$ cat src/rtl/mul_div_unit.sv
// Iterative multiply/divide unit with HI/LO registers: shift-add multiply and
// restoring divide, one bit per cycle, followed by a sign-fix cycle.
module mul_div_unit #(
    parameter int DATA_W = 32,
    parameter int CNT_W  = 6
) (
    input  logic              clk_i,
    input  logic              rst_i,
    input  logic              start_i,
    input  logic [1:0]        op_i,
    input  logic [DATA_W-1:0] src1_i,
    input  logic [DATA_W-1:0] src2_i,
    input  logic              hi_we_i,
    input  logic              lo_we_i,
    input  logic [DATA_W-1:0] wdata_i,
    output logic              busy_o,
    output logic              done_o,
    output logic              div_by_zero_o,
    output logic [DATA_W-1:0] hi_o,
    output logic [DATA_W-1:0] lo_o,
    output logic [1:0]        dbg_state_o
);

    typedef enum logic [1:0] {
        S_IDLE = 2'd0,
        S_CALC = 2'd1,
        S_FIX  = 2'd2
    } state_t;

    localparam logic [CNT_W-1:0] CNT_ONE  = CNT_W'(1);
    localparam logic [CNT_W-1:0] CNT_LAST = CNT_W'(DATA_W - 1);

    state_t                r_state;
    state_t                w_next;
    logic [CNT_W-1:0]      r_cnt;
    logic [1:0]            r_op;
    logic [DATA_W-1:0]     r_m;
    logic [DATA_W-1:0]     r_raw1;
    logic [2*DATA_W-1:0]   r_acc;
    logic                  r_neg_res;
    logic                  r_neg_rem;
    logic [DATA_W-1:0]     r_hi;
    logic [DATA_W-1:0]     r_lo;
    logic                  r_busy;
    logic                  r_done;
    logic                  r_dbz;

    logic                  w_launch;
    logic                  w_step;
    logic                  w_finish;
    logic                  w_wr_hi;
    logic                  w_wr_lo;

    // Start handshake: start_i acts as valid and "not busy" as ready; a start
    // is taken only in IDLE, and it wins over a same-cycle MTHI/MTLO write.
    always_ff @(posedge clk_i or negedge rst_i) begin
        if (!rst_i) r_state <= S_IDLE;
        else        r_state <= w_next;
    end

    always_comb begin
        w_next = r_state;
        case (r_state)
            S_IDLE:  if (start_i) w_next = S_CALC;
            S_CALC:  if (r_cnt == CNT_LAST) w_next = S_FIX;
            S_FIX:   w_next = S_IDLE;
            default: w_next = S_IDLE;
        endcase
    end

    always_comb begin
        w_launch = 1'b0;
        w_step   = 1'b0;
        w_finish = 1'b0;
        w_wr_hi  = 1'b0;
        w_wr_lo  = 1'b0;
        case (r_state)
            S_IDLE: begin
                w_launch = start_i;
                w_wr_hi  = !start_i && hi_we_i;
                w_wr_lo  = !start_i && lo_we_i;
            end
            S_CALC:  w_step   = 1'b1;
            S_FIX:   w_finish = 1'b1;
            default: ;
        endcase
    end

    // Operand preparation: signed ops run on magnitudes, sign restored at FIX.
    logic              w_neg1;
    logic              w_neg2;
    logic [DATA_W-1:0] w_abs1;
    logic [DATA_W-1:0] w_abs2;

    assign w_neg1 = op_i[0] & src1_i[DATA_W-1];
    assign w_neg2 = op_i[0] & src2_i[DATA_W-1];
    assign w_abs1 = w_neg1 ? -src1_i : src1_i;
    assign w_abs2 = w_neg2 ? -src2_i : src2_i;

    // Multiply: r_acc = {partial product, remaining multiplier bits}.
    logic [DATA_W:0]     w_mul_sum;
    logic [2*DATA_W-1:0] w_mul_next;

    assign w_mul_sum  = {1'b0, r_acc[2*DATA_W-1:DATA_W]} + (r_acc[0] ? {1'b0, r_m} : '0);
    assign w_mul_next = {w_mul_sum, r_acc[DATA_W-1:1]};

    // Divide: r_acc = {partial remainder, dividend bits shifting into quotient}.
    logic [DATA_W:0]     w_rem_sh;
    logic [DATA_W:0]     w_diff;
    logic [2*DATA_W-1:0] w_div_next;

    assign w_rem_sh   = {r_acc[2*DATA_W-1:DATA_W], r_acc[DATA_W-1]};
    assign w_diff     = w_rem_sh - {1'b0, r_m};
    assign w_div_next = w_diff[DATA_W]
                      ? {w_rem_sh[DATA_W-1:0], r_acc[DATA_W-2:0], 1'b0}
                      : {w_diff[DATA_W-1:0],   r_acc[DATA_W-2:0], 1'b1};

    logic [2*DATA_W-1:0] w_prod;
    logic [DATA_W-1:0]   w_quo;
    logic [DATA_W-1:0]   w_rem;
    logic                w_dbz;
    logic [DATA_W-1:0]   w_res_hi;
    logic [DATA_W-1:0]   w_res_lo;

    assign w_prod = r_neg_res ? -r_acc : r_acc;
    assign w_quo  = r_neg_res ? -r_acc[DATA_W-1:0] : r_acc[DATA_W-1:0];
    assign w_rem  = r_neg_rem ? -r_acc[2*DATA_W-1:DATA_W] : r_acc[2*DATA_W-1:DATA_W];
    assign w_dbz  = r_op[1] && (r_m == '0);

    always_comb begin
        w_res_hi = w_prod[2*DATA_W-1:DATA_W];
        w_res_lo = w_prod[DATA_W-1:0];
        if (r_op[1]) begin
            if (w_dbz) begin
                w_res_hi = r_raw1;
                w_res_lo = '1;
            end else begin
                w_res_hi = w_rem;
                w_res_lo = w_quo;
            end
        end
    end

    always_ff @(posedge clk_i or negedge rst_i) begin
        if (!rst_i) begin
            r_cnt     <= '0;
            r_op      <= '0;
            r_m       <= '0;
            r_raw1    <= '0;
            r_acc     <= '0;
            r_neg_res <= 1'b0;
            r_neg_rem <= 1'b0;
            r_hi      <= '0;
            r_lo      <= '0;
            r_busy    <= 1'b0;
            r_done    <= 1'b0;
            r_dbz     <= 1'b0;
        end else begin
            r_busy <= (w_next != S_IDLE);
            r_done <= 1'b0;
            r_dbz  <= 1'b0;
            if (w_launch) begin
                r_cnt     <= '0;
                r_op      <= op_i;
                r_raw1    <= src1_i;
                r_neg_res <= w_neg1 ^ w_neg2;
                r_neg_rem <= w_neg1;
                if (op_i[1]) begin
                    r_m   <= w_abs2;
                    r_acc <= {{DATA_W{1'b0}}, w_abs1};
                end else begin
                    r_m   <= w_abs1;
                    r_acc <= {{DATA_W{1'b0}}, w_abs2};
                end
            end
            if (w_step) begin
                r_cnt <= r_cnt + CNT_ONE;
                r_acc <= r_op[1] ? w_div_next : w_mul_next;
            end
            if (w_finish) begin
                r_hi   <= w_res_hi;
                r_lo   <= w_res_lo;
                r_done <= 1'b1;
                r_dbz  <= w_dbz;
            end
            if (w_wr_hi) r_hi <= wdata_i;
            if (w_wr_lo) r_lo <= wdata_i;
        end
    end

    assign busy_o        = r_busy;
    assign done_o        = r_done;
    assign div_by_zero_o = r_dbz;
    assign hi_o          = r_hi;
    assign lo_o          = r_lo;
    assign dbg_state_o   = r_state;

endmodule

$ cat config.mk
export PLATFORM = sky130hd
export DESIGN_NAME = mul_div_unit
export DESIGN_NICKNAME = d
export VERILOG_FILES = /design/src/rtl/mul_div_unit.sv
export SDC_FILE = /design/constraint.sdc
export NUM_CORES = 1
export LEC_CHECK = 0
export ABC_AREA = 1
export ABC_CLOCK_PERIOD_IN_PS = 3700
export CAP_MARGIN = 20
export CELL_PAD_IN_SITES_DETAIL_PLACEMENT = 0
export CELL_PAD_IN_SITES_GLOBAL_PLACEMENT = 1
export CORE_UTILIZATION = 45
export CTS_BUF_LIST = sky130_fd_sc_hd__clkbuf_8 sky130_fd_sc_hd__clkbuf_16
export DETAILED_ROUTE_END_ITERATION = 12
export PLACE_DENSITY_LB_ADDON = 0.05
export SLEW_MARGIN = 0
export SYNTH_ARGS = -nofsm -noshare
export SYNTH_HDL_FRONTEND = slang
export SYNTH_SLANG_ARGS = --single-unit
$ cat constraint.sdc
create_clock -name clk_i -period 3.7 [get_ports clk_i]
set_clock_uncertainty 0.05 [all_clocks]
set_input_delay 0.74 -clock clk_i [delete_from_list [all_inputs] [get_ports clk_i]]
set_output_delay 0.74 -clock clk_i [all_outputs]
set_load 0.02 [all_outputs]
---- After elaboration in Yosys (flattened, before gate mapping) ----
Index checks and enable logic that the tools add are counted.
word-level totals
  output and inout port bits .............. 69
  bits of input ports ..................... 103
  flip-flop bits (word level) ............. 207
cells by class
  muxes and demuxes ....................... 32
  bitwise gates (word level) .............. 3
  equal/unequal tests ..................... 3
  add/subtract/negate cells ............... 8
  reductions and logical operators ........ 10
operators by type and width
  operator               number
  $mux W32               15
  $mux W64               5
  $neg A32 Y32           4
  $neg A64 Y64           1
  $add A32 B32 Y33       1
  $sub A33 B32 Y33       1
  $logic_not A32 Y1      1
  $mux W6                2
  $reduce_bool A2 Y1     4
  $mux W1                7
  $add A6 B1 Y6 const B  1
  $eq A6 B5 Y1 const B   1
  $mux W2                2
  $pmux W2 S2            1
  $logic_and A1 B1 Y1    3
  $and A1 B1 Y1          2
  $eq A2 B1 Y1 const B   1
  $eq A2 B2 Y1 const B   1
  $logic_not A2 Y1       1
  $logic_not A1 Y1       1
  $xor A1 B1 Y1          1

---- Longest topological paths before layout ----
Gate-level depths: netlist (run 1).
  word-level depth ........................ 6
  gate-level depth with buffers ........... 19
  depth with buffers taken out ............ 18

---- Worst setup path after synthesis (run 1) ----
No wires, ideal clock.
  path type ............................... register to register
  start ................................... reg r_acc[0]
  end ..................................... reg r_acc[60]
  arrival ................................. 2.215 ns
  setup time .............................. 0.116 ns
  path slack .............................. 1.319 ns
  data required time ...................... 3.534 ns
  cell stages (with the launch flop) ...... 19
  path through ............................ dfrtp_1 > buf_2 > clkbuf_1 > nand2_1 > inv_1 > ha_1 > nand2_1 > o21ai_0 > nand2_1 > nand2_1 > nand2_1 > nand2_1 > nand2_1 > nand3_1 > nand3_1 > nand2_1 > inv_1 > nand2_1 > nand2_1
on the way
  longest elaborated chain between the ends .. 4
RTL lines
  what                    line  RTL
  from (decl)             39    logic [2*DATA_W-1:0] r_acc;
  from (signal assigned)  170   r_acc <= {{DATA_W{1'b0}}, w_abs1};
  from (signal assigned)  173   r_acc <= {{DATA_W{1'b0}}, w_abs2};
  from (signal assigned)  178   r_acc <= r_op[1] ? w_div_next : w_mul_next;
  $mux W32                104   assign w_mul_sum = {1'b0, r_acc[2*DATA_W-1:DATA_W]} + (r_acc[0] ? {1'b0, r_m} : '0);
  $add A32 B32 Y33        104
  $mux W64                178
  $mux W64                176   if (w_step) begin
No other way between the ends.
A chain may end at the register's enable or synchronous reset.

---- Worst setup path after layout (run 1) ----
  start ................................... reg r_acc[50]
  end ..................................... reg r_acc[63]
on the way
  longest elaborated chain between the ends .. 4
RTL lines
  what              line  RTL
  $sub A33 B32 Y33  113   assign w_diff = w_rem_sh - {1'b0, r_m};
  $mux W64          115   ? {w_rem_sh[DATA_W-1:0], r_acc[DATA_W-2:0], 1'b0}
  $mux W64 *        178
  $mux W64 *        176
Every way passes the cells marked *; elsewhere a longest branch is shown, timed or not.

==> impl_metrics.tcl, run 1 <==
set metrics [dict create \
    dr_total_vias 24400 \
    ys_seq_area_frac 0.255 \
    fin_util 0.529 \
    worstSetupPathType "flop to flop" \
    grt_pass1_wl_mm 141 \
    cts_tree "done" \
    status "completed" \
    total_power_w 0.0256 \
    synth_common_cells "1126 x nand2_1, 453 x inv_1, 340 x nand3_1" \
    grt_max_degree 83 \
    path_cells "ha_1, nand2_1, inv_1, nand2_1, nand2_1, nand2_1, nand2_2, a21oi_4, nand3_2, nand2_4, nand3_1, nand3_1, nand2_1, nand2_1" \
    post-route-period-util 0.889 \
    synth_top_cell_by_area "dfrtp_1" \
    finalInstanceArea_mm2 0.0235 \
    synthAdderAreaFrac 0.0447 \
    ys_ff_latch 206 \
    synth_async_sr_flop_share 1.00 \
    finalHoldViolCount 0 \
    core-area_mm2 0.0443 \
    p_sw_w 0.0150 \
    worst_path_largest_cell_delay_ns 0.82 \
    setup_viol 0 \
    ant_nets 0 \
    first_pass_iters 6 \
    grt_pass1_vias 22200 \
    ys.flop_type "dfrtp_1" \
    placed_cell_area_mm2 0.0226 \
    synth_edf_count 0 \
    tns_ns 0 \
    dieHeight_um 214 \
    min_path_type "input port to async pin" \
    maxSlewViolCount 0 \
    vias_per_cell 5.88 \
    required_ns 4.15 \
    synth_top_area_frac 0.255 \
    syn_to_final_growth_pct 16.0 \
    worst_path_most_repeated_cell "nand2_1" \
    maxCapViolCount 0 \
    root_buffer "clkbuf_16" \
    synth_compound_area_frac 0.147 \
    yosys.cell_types.count 49 \
    initial_core_util 0.456 \
    antenna_cells 0 \
    cp_max_fo 25 \
    htreeDepth 1 \
    max-vdd-ir-drop_uv 481 \
    p_clk_frac 0.099 \
    cp_slowest_cell "dfrtp_1" \
    p_int_w 0.0106 \
    p_leak_nw 12.1 \
    clockBufferDepth 3 \
    wl_mm 95.5 \
    ys_warn_count 0 \
    track_usage 0.406 \
    clk_latency_ns 0.58 \
    ioPinCount 172 \
    seqPwrFrac 0.197 \
    crit_family "simple AND/OR/NAND/NOR gates" \
    yosys-top-cells-area "dfrtp_1 25%, nand2_1 21%, nand3_1 8.4%" \
    cts_made_buffers 25 \
    dieArea_mm2 0.0458 \
    syn_area_mm2 0.0202 \
    arrival_ns 3.75 \
    synth_most_common_cell "nand2_1" \
    nNetsFinal 3721 \
    die_w_um 214 \
    synthMuxAreaShare 0 \
    synth_fp_nets 3587 \
    cellPowerDensity_mw_per_mm2 1090 \
    worst_slew_pin_slew_ns 1.02 \
    drive_gt1_frac 0.0424 \
    grt_overflow 0 \
    swShare 0.586 \
    min_period_ns 3.29 \
    start_kind "flop" \
    core.rowCount 77 \
    rsz0062_at_grt "no" \
    portBuffers 171 \
    synth.avg_cell_area_um2 5.92 \
    route.detailed.drc 0 \
    drt_iter0_drc 3348 \
    synth_xor_area_frac 0.0424 \
    slew_headroom 0.322 \
    multi_input_area_mm2 0.0128 \
    cts_sinks 206 \
    path_clk_slew_ns 0.07 \
    synth_top_family_by_area "simple AND/OR/NAND/NOR gates" \
    synth-simple-area-share 0.399 \
    dpl.hpwl_mm 76.7 \
    fillers 4634 \
    end_kind "flop" \
    cts_hold_buf 0 \
    antenna_found_initial 3 \
    combPwrFrac 0.704 \
    cts_setup_buffers 0 \
    cp_num_buf_inv 1 \
    place.gp.congestion 1.10 \
    seq_area_mm2 0.00516 \
    cts_resized 0 \
    avgRoutedWirePerCell_um 23.0 \
    max_freq_ghz 0.304 \
    synthCells 3413 \
]
[stage by stage]
| stage | worst slack (ns) | std cells | hold WS (ns) |
|---|---|---|---|
| after floorplan | 1.32 | 3413 | 0.358 |
| after global placement | 0.462 | 4112 | 0.367 |
| after detailed placement | 0.464 | 4112 | 0.385 |
| after CTS | 0.617 | 4154 | 0.129 |
| after global routing | 0.339 | 4154 | 0.152 |
| final | 0.409 | 4154 | 0.0712 |
[layout by cell type, fill, tap and decap left out, types with 25 or more instances in the layout]
cell type	instances
nand2_1	1125
inv_1	453
nand3_1	340
nor2_1	314
o21ai_0	236
dfrtp_1	204
clkdlybuf4s50_1	170
a21oi_1	152
xor2_1	82
ha_1	69
nand4_1	55
buf_4	55
clkbuf_16	25
[metal layers]
layer | up-vias | GRT usage | share of wire
li1 | 11200 | - | -
met1 | 11300 | 0.582 | 0.42
met2 | 1595 | 0.575 | 0.40
met3 | 237 | 0.0964 | 0.13
met4 | 2 | 0.179 | 0.048
met5 | - | 0 | 0.00014
[state kept, by name, summed over array words and instances (netlist names)]
name and count:
r_acc 64, hi_o 32, lo_o 32, r_m 32, r_raw1 32, r_cnt 6
dbg_state_o 2, busy_o 1, div_by_zero_o 1, done_o 1, r_neg_rem 1, r_neg_res 1
r_op 1
[worst paths after layout]
path | startpoint | to | slack [ns] | depth (start not counted)
worst max-delay path | r_acc[50]$_DFFE_PN0P_ | r_acc[63]$_DFFE_PN0P_ | 0.41 | 14
worst min-delay path | rst_i | r_acc[35]$_DFFE_PN0P_ | 0.07 | 1
worst max register to register | r_acc[50]$_DFFE_PN0P_ | r_acc[63]$_DFFE_PN0P_ | 0.41 | 14
worst min register to register | r_cnt[5]$_DFFE_PN0P_ | dbg_state_o[1]$_DFF_PN0_ | 0.39 | 1
max in group asynchronous | rst_i | r_op[1]$_DFFE_PN0P_ | 2.57 | 2
min in group clk_i | r_cnt[5]$_DFFE_PN0P_ | dbg_state_o[1]$_DFF_PN0_ | 0.39 | 1
[power groups by stage]
stage | Combinational, W | Clock, W | Sequential (W)
after floorplan | 0.0112 | 0 | 0.00466
after global placement | 0.0172 | 0 | 0.00488
after detailed placement | 0.0173 | 0 | 0.00491
after CTS | 0.0174 | 0.00253 | 0.00488
after global routing | 0.0196 | 0.00261 | 0.00503
final | 0.0181 | 0.00253 | 0.00505
[kinds of logic after synthesis]
group | after synthesis
flops | 206
simple gates | 1927
xor+xnor | 98
fa+ha+maj | 71
compound gates | 527
buf+inv | 584
[area by class of cell]
type	count	share of cell area
repair buffers	228	0.0925
clock buffers	30	0.0296
well taps	592	0.0316
multi-input cells	2623	0.547
inverters	463	0.0741
flip-flops and latches	206	0.220
clock inverters	12	0.00539
Note: power is estimated with default switching activity, not from simulation.
==> run 2, diff against run 1 <==
CORE_MARGIN = 10   (was default)
==> run 2 against run 1 <==
  * First-iteration DRC count fell by 3.6%
  * Non-clock buffer count grew 4
  * Design area increased by 0.26%
  * Largest cell class unchanged
==> impl_metrics.tcl, run 2 (synthesized netlist as in run 1, its figures left out) <==
set metrics [dict create \
    seqPwrFrac 0.199 \
    timing.rr.start "dbg_state_o[1]$_DFF_PN0_" \
    rsz0062_at_grt "no" \
    p_leak_nw 12.2 \
    maxCapViolCount 0 \
    htreeDepth 1 \
    cts_tree "done" \
    cp_max_fo 35 \
    grt_overflow 0 \
    layout_commonest_cell "nand2_1" \
    clockBufferDepth 3 \
    die_w_um 232 \
    tns_ns 0 \
    path_clk_slew_ns 0.06 \
    maxSlewViolCount 0 \
    core-area_mm2 0.0443 \
    nNetsFinal 3725 \
    dieArea_mm2 0.0538 \
    place.gp.congestion 1.07 \
    antenna_found_initial 3 \
    syn_to_final_growth_pct 16.3 \
    cts_sinks 206 \
    track_usage 0.348 \
    swShare 0.583 \
    dieHeight_um 232 \
    cts_resized 0 \
    final-instance-count-excl-fill 4163 \
    min_path_type "input port to async pin" \
    cts_made_buffers 25 \
    route.detailed.drc 0 \
    min_period_ns 3.27 \
    root_buffer "clkbuf_16" \
    reg2regPathDepth 9 \
    finalHoldViolCount 0 \
    worst_slew_pin_slew_ns 1.02 \
    post-route-period-util 0.882 \
    dpl.hpwl_mm 78.2 \
    first_pass_iters 6 \
    clk_latency_ns 0.55 \
    avgRoutedWirePerCell_um 23.3 \
    core.rowCount 77 \
    crit_end "lo_o[1]$_DFFE_PN0P_" \
    cts_hold_buf 0 \
    final_cell_mix "1125 x nand2_1, 460 x inv_1, 340 x nand3_1, 314 x nor2_1, 236 x o21ai_0" \
    slew_headroom 0.320 \
    drive_gt1_frac 0.0423 \
    max-vdd-ir-drop_uv 670 \
    vias_per_cell 5.86 \
    p_clk_frac 0.097 \
    combPwrFrac 0.703 \
    grt_pass1_wl_mm 143 \
    r2r_setup_slack_ns 0.43 \
    ant_nets 0 \
    p_sw_w 0.0149 \
    portBuffers 171 \
    max_freq_ghz 0.306 \
    dp_cells 4116 \
    dr_total_vias 24400 \
    required_ns 4.09 \
    start_kind "flop" \
    grt_max_degree 101 \
    worstSetupPathType "flop to flop" \
    crit_start "dbg_state_o[1]$_DFF_PN0_" \
    wl_mm 96.8 \
    cellPowerDensity_mw_per_mm2 1090 \
    initial_core_util 0.456 \
    cts_setup_buffers 0 \
    reg2reg_to "lo_o[1]$_DFFE_PN0P_" \
    ioPinCount 172 \
    regMostFlops "r_acc" \
    arrival_ns 3.65 \
    end_kind "flop" \
    p_int_w 0.0107 \
    setup_viol 0 \
    drt_iter0_drc 3227 \
    status "completed" \
    grt_pass1_vias 22200 \
    largest_register_ffs 64 \
]
==> run 2: cell count changes in the layout (fill, tap and decap cells not counted), sizes merged <==
cell      delta
inv          +5
diode        +2
buf          +4
clkinvlp     -3
bufinv       +1
==> run 2: worst min-delay path by stage <==
stage | start | end | cells after the start
after floorplan | r_cnt[5]$_DFFE_PN0P_ | dbg_state_o[1]$_DFF_PN0_ | 1
after global placement | r_cnt[5]$_DFFE_PN0P_ | dbg_state_o[1]$_DFF_PN0_ | 1
after detailed placement | r_cnt[5]$_DFFE_PN0P_ | dbg_state_o[1]$_DFF_PN0_ | 1
after CTS | rst_i | hi_o[17]$_DFFE_PN0P_ | 1
after global routing | rst_i | r_acc[57]$_DFFE_PN0P_ | 1
final | rst_i | r_acc[57]$_DFFE_PN0P_ | 1
==> run 2: power by group through the flow <==
| stage | clock, W | sequential (W) | combinational (W) |
|---|---|---|---|
| after floorplan | 0 | 0.00466 | 0.0112 |
| after global placement | 0 | 0.00495 | 0.0172 |
| after detailed placement | 0 | 0.00497 | 0.0173 |
| after CTS | 0.00250 | 0.00494 | 0.0174 |
| after global routing | 0.00259 | 0.00510 | 0.0196 |
| final | 0.00250 | 0.00511 | 0.0180 |
==> run 2: per-layer routing <==
metal  part of all wire  up-vias  GRT usage
met4              0.041        8      0.126
met1               0.42    11400      0.497
met5            0.00059        -          0
li1                   -    11300          -
met3               0.13      189     0.0843
met2               0.41     1513      0.496
==> run 2: cell type report <==
class / instances / area, um^2
fillers: 4640 / 20800
multi-input cells: 2623 / 12800
flip-flops and latches: 206 / 5160
repair buffers: 232 / 2220
inverters: 463 / 1740
well taps: 592 / 741
clock buffers: 30 / 694
clock inverters: 15 / 121
diodes: 2 / 5.00
==> run 2: worst max-delay path, stage by stage (launching register included) <==
cell,delay [ns]
dfrtp_1,0.51
nor2_1,0.55
inv_1,0.21
nor3_2,0.32
nor2_2,0.05
buf_4,0.25
inv_1,0.64
o2111ai_1,0.36
o221ai_1,0.15
inv_1,0.06
==> run 2: per-stage QoR <==
step / utilization / total power, W / cell area [um^2] / hold WS [ns] / setup slack [ns]
after global placement: 0.512 / 0.0221 / 22700 / 0.365 / 0.282
after global routing: 0.530 / 0.0273 / 23500 / 0.260 / 0.406
after floorplan: - / 0.0158 / 20200 / 0.358 / 1.32
after detailed placement: 0.512 / 0.0223 / 22700 / 0.392 / 0.348
after CTS: 0.530 / 0.0249 / 23500 / 0.224 / 0.619
final: 0.531 / 0.0256 / 23500 / 0.189 / 0.435
